**src/rtl/nibble_serial_adder.sv**
```systemverilog
// nibble_serial_adder: sequences a WIDTH-bit add through an external 4-bit ripple stage, LSB nibble first,
// chaining the carry between nibbles and returning {cout,sum} over a valid/ready handshake.
module nibble_serial_adder #(
    parameter int WIDTH = 16
) (
    input  logic             clk,
    input  logic             rst_n,
    input  logic             in_valid,
    output logic             in_ready,
    input  logic [WIDTH-1:0] a,
    input  logic [WIDTH-1:0] b,
    input  logic             cin,
    output logic [3:0]       add_a,
    output logic [3:0]       add_b,
    output logic             add_cin,
    input  logic [3:0]       add_sum,
    input  logic             add_cout,
    output logic             out_valid,
    input  logic             out_ready,
    output logic [WIDTH-1:0] sum,
    output logic             cout
);
    localparam int NIB = WIDTH / 4;
    localparam int IW  = (NIB > 1) ? $clog2(NIB) : 1;
    typedef enum logic [1:0] {IDLE, ADD, DONE} state_t;
    state_t           state_q, state_d;
    logic [WIDTH-1:0] a_q, a_d, b_q, b_d, sum_q, sum_d;
    logic [WIDTH+3:0] sum_sh;
    logic [IW-1:0]    idx_q, idx_d;
    logic             carry_q, carry_d, in_add;
    assign in_add    = state_q == ADD;
    // Operands shift right each step, so the active nibble is always at the bottom.
    assign add_a     = in_add ? a_q[3:0] : 4'h0;
    assign add_b     = in_add ? b_q[3:0] : 4'h0;
    assign add_cin   = in_add & carry_q;
    assign in_ready  = state_q == IDLE;
    assign out_valid = state_q == DONE;
    assign sum       = sum_q;
    assign cout      = carry_q;
    // The returning nibble enters at the top; after NIB steps nibble 0 sits at the bottom.
    assign sum_sh    = {add_sum, sum_q};
    always_comb begin
        state_d = state_q;
        a_d     = a_q;
        b_d     = b_q;
        sum_d   = sum_q;
        idx_d   = idx_q;
        carry_d = carry_q;
        if (state_q == IDLE && in_valid) begin
            state_d = ADD;
            a_d     = a;
            b_d     = b;
            carry_d = cin;
            idx_d   = '0;
        end else if (in_add) begin
            a_d     = a_q >> 4;
            b_d     = b_q >> 4;
            sum_d   = sum_sh[WIDTH+3:4];
            carry_d = add_cout;
            idx_d   = (idx_q == IW'(NIB - 1)) ? idx_q : idx_q + 1'b1;
            state_d = (idx_q == IW'(NIB - 1)) ? DONE : ADD;
        end else if (state_q == DONE && out_ready) begin
            state_d = IDLE;
        end
    end
    always_ff @(posedge clk or negedge rst_n) begin
        if (!rst_n) begin
            state_q <= IDLE;
            a_q     <= '0;
            b_q     <= '0;
            sum_q   <= '0;
            idx_q   <= '0;
            carry_q <= 1'b0;
        end else begin
            state_q <= state_d;
            a_q     <= a_d;
            b_q     <= b_d;
            sum_q   <= sum_d;
            idx_q   <= idx_d;
            carry_q <= carry_d;
        end
    end
endmodule

```
**config.mk**
```make
export PLATFORM = sky130hd
export DESIGN_NAME = nibble_serial_adder
export DESIGN_NICKNAME = d
export VERILOG_FILES = /design/src/rtl/nibble_serial_adder.sv
export SDC_FILE = /design/constraint.sdc
export NUM_CORES = 1
export LEC_CHECK = 0
export ABC_AREA = 1
export ABC_CLOCK_PERIOD_IN_PS = 3900
export BUFFER_PORTS_ARGS = -buffer_cell sky130_fd_sc_hd__buf_2
export CORE_UTILIZATION = 29
export DETAILED_ROUTE_END_ITERATION = 7
export PLACE_DENSITY_LB_ADDON = 0.25
export SYNTH_ARGS = -nofsm -noshare
export SYNTH_HDL_FRONTEND = slang
export SYNTH_SLANG_ARGS = --single-unit
```
**constraint.sdc**
```tcl
create_clock -name clk -period 3.9 [get_ports clk]
set_clock_uncertainty 0.05 [all_clocks]
set_input_delay 0.195 -clock clk [delete_from_list [all_inputs] [get_ports clk]]
set_output_delay 0.195 -clock clk [all_outputs]
set_load 0.1 [all_outputs]
```
==> flow_summary_export.csv <==
group,metric,value,unit
run_status,outcome,"finished clean",
place,hpwl,3.60,mm
yosys,synth-edff-count,0,
die,floorplan.die.height,94.7,um
die,die_w,94.7,um
sta,unrepaired_setup_endpoints_after_global_routing,"no",
grt,grt_pass1_vias,2052,
yosys,netlist.area_leader.share,53.2,%
sta,report.final.hold_viol_count,0,
detailed_routing,number_of_vias_after_detailed_routing,2112,
power_and_ir_drop,vdd_ir_drop_max,0.134,mV
critical_path,crit_chain,"inv_2, nor2_4, inv_2, nor2_1, buf_2",
yosys,synth_seq_area_share,53.2,%
detailed_routing,total_routed_length,5.44,mm
sta,timing.final.ws_setup,1010,ps
die,initial_core_util,30.2,%
cts,clock_transition_time_at_the_flip_flop_clock_pins_of_the_worst_setup_and_hold_paths,90,ps
power_and_ir_drop,p_clk_share,33.9,%
sta,period_share,74.2,%
min_path,kind_of_path_behind_the_tightest_hold_check,"input pin to flop",
detailed_routing,detail-route-antenna-nets,0,
critical_path,critical_path_depth,5,
place,portBuffers,69,
cts,postcts_setup_bufs,0,
critical_path,end_kind,"output pin",
sta,finalSetupViolCount,0,
critical_path,worstSetupPathType,"flop to output pin",
grt,largest_net_degree_at_the_start_of_global_routing,54,
detailed_routing,detail_route.drc_violations,0,
yosys,top_cell_types_by_occurrence_after_synthesis,"120 x nand2_1, 62 x nand3_1, 53 x dfrtp_1",
critical_path,start_kind,"flop",
detailed_routing,avgViaCountPerCell,4.31,
critical_path,worstReg2RegEnd,"idx_q[0]",
final_layout,syn_to_final_growth,20.1,%
sta,finalMaxSlewViolations,0,
yosys,synth-seq-cells,53,
yosys,syn-cell-area,2490,sq um
final_layout,antenna-diode-count,0,
die,dieArea,8970,sq um
place,gp_routability_congestion,0.743,
grt,globalRouteOverflowTotal,0,
critical_path,ff2ff_path_depth,4,
critical_path,critical-path-slowest-cell,"dfrtp_1",
power_and_ir_drop,leakage,0.00169,uW
cts,h_tree_depth_reported_by_cts,2,
power_and_ir_drop,p_comb_share,4.6,%
critical_path,worst_path_largest_cell_delay,850,ps
power_and_ir_drop,power.share.switching,22.4,%
final_layout,post_route_cells_drive_above_1_share,22.1,%
cts,clk_root_buffer_cell,"clkbuf_8",
die,coreArea,8260,sq um
critical_path,worst_path_maximum_fanout,27,
flow_run,cap_viol_max_count,0,
grt,grt_pass1_wl,9.14,mm
sta,setup-tns-final,0,ps
cts,maximum_root_to_sink_buffer_count,2,
die,count_of_standard_cell_rows,33,
final_layout,finish.net_count,427,
power_and_ir_drop,power.sequential.fraction,61.4,%
yosys,synth.area.top_cells,"dfrtp_1 53%, nand2_1 18%, nand3_1 12%, inv_1 5.1%, buf_2 2.4%",
cts,number_of_sinks_handled_by_clock_tree_synthesis,53,
power_and_ir_drop,netSwitchingPower,200,uW
yosys,synth_cell_types,17,
yosys,yosys_warnings,0,
yosys,syn_avg_cell_area,7.70,sq um
critical_path,worst_reg_to_reg_setup_slack,1680,ps
die,i_o_pin_cnt,70,
sta,finalWorstPathRequiredPeriod,2890,ps
critical_path,worst_ep_arrival_time,2650,ps
place,pre_cts_slack,1250,ps
sta,fmax,345,MHz
critical_path,critical_path_buf_inv_count,3,
power_and_ir_drop,power.density_cell_area,298,nW/um^2
sta,slew_headroom,47.6,%
yosys,synthFlopType,"dfrtp_1",
yosys,yosysMostFrequentCell,"nand2_1",
detailed_routing,drt_pass1_iterations,4,
power_and_ir_drop,cell_internal_pwr,694,uW
critical_path,critical_path.most_common_cell,"inv_2",
cts,cts_tree,"yes",
sta,worst_slew_pin_slew,785,ps
yosys,async_flop_share,100,%
yosys,synth.largest_area_cell,"dfrtp_1",
grt,track_usage,12.9,%
grt,antenna_found_initial,0,
critical_path,timing.critical_path.max_delay_family,"buffers and inverters",
cts,cts_made_buffers,5,
critical_path,worst_setup_path_endpoint,"add_b[0]",
critical_path,cp.required,3650,ps
critical_path,critical_path.startpoint,"state_q[0]",
detailed_routing,avgRoutedWirePerCell,11.1,um
yosys,mapped_cells,324,
detailed_routing,initialDrtViolationCount,107,
cts,insertion_delay,300,ps
yosys,post_synthesis_net_count,367,
final_layout,layout.core_utilization,36.3,%
critical_path,regToRegStartpoint,"state_q[0]",
-- how the worst min path moves through the flow --
stage	to	slack, ps	cells after the start	start
2_1_floorplan	a_q[0]	-150	0	rst_n
3_5_place_dp	a_q[15]	320	2	rst_n
4_1_cts	state_q[1]	30	2	out_ready
6_report	state_q[1]	30	2	out_ready
3_3_place_gp	a_q[15]	320	2	rst_n
5_1_grt	state_q[1]	30	2	out_ready
-- metal layers --
metal  vias to the layer above  global-route usage (%)  wire length, um
met4                         0                    3.79               66
met3                         6                    2.66              279
li1                       1129                       -                -
met1                       924                    16.6             2640
met5                         -                       0                0
met2                        53                    21.6             2450
-- layout by cell type, fill, tap and decap left out --
cell           Yosys  layout
nand2_1          120     120
buf_2             12      69
nand3_1           62      62
dfrtp_1           53      53
inv_1             34      34
nor2_1            10      10
o21ai_1            8       8
o21ai_0            8       8
clkbuf_8           0       5
inv_2              3       3
nor2_4             2       2
buf_4              0       2
nand2_2            1       1
nand4_1            1       1
o211ai_1           1       1
o21ai_2            1       1
ha_1               1       1
inv_6              0       1
clkinv_2           0       1
clkbuf_1           6       1
dlygate4sd3_1      0       1
-- final cells by class --
class | instances | area, sq um
Clock buffer | 6 | 72.6
Clock inverter | 2 | 13.8
Fill cell | 913 | 5260
Inverter | 37 | 139
Multi-Input combinational cell | 215 | 942
Sequential cell | 53 | 1330
Tap cell | 105 | 131
Timing Repair Buffer | 72 | 370
-- cell families (layout without fill, tap and decap cells) --
group,after synthesis,in the layout,synth area share (%)
AO/OA/AOI/OAI,18,18,3.86
adder cells (fa/ha/maj),1,1,0.502
buffers and inverters,56,117,9.03
flip-flops,53,53,53.2
AND/OR/NAND/NOR,196,196,33.4
-- power by group through the flow --
stage	logic, uW	registers, uW	clock network (uW)
CTS	43.2	549	319
global placement	41.9	560	0
finish	41.5	549	304
global route	47.4	549	343
detailed placement	42.2	560	0
floorplan	8.18	560	0
-- timing repair --
| item | in CTS | in global routing |
|---|---|---|
| hold buffers | 1 | 0 |
| resized for setup | 0 | 0 |
| endpoints found under the hold margin | 42 | 0 |
-- flip-flops by register name (all words and copies together) (netlist names) --
name and flops:
b_q 16, idx_q 2, state_q 2, sum 16
cout 1, a_q 16
-- through the flow --
stage | cells | power, uW | instance area (sq um) | hold slack (ps)
after floorplan | 324 | 568 | 2490 | -151
after global placement | 481 | 602 | 2900 | 318
after detailed placement | 481 | 602 | 2900 | 318
after CTS | 490 | 911 | 3000 | 31.0
after global routing | 490 | 940 | 3000 | 26.6
final | 490 | 894 | 3000 | 31.4
Note: power is estimated with default switching activity, not from simulation.
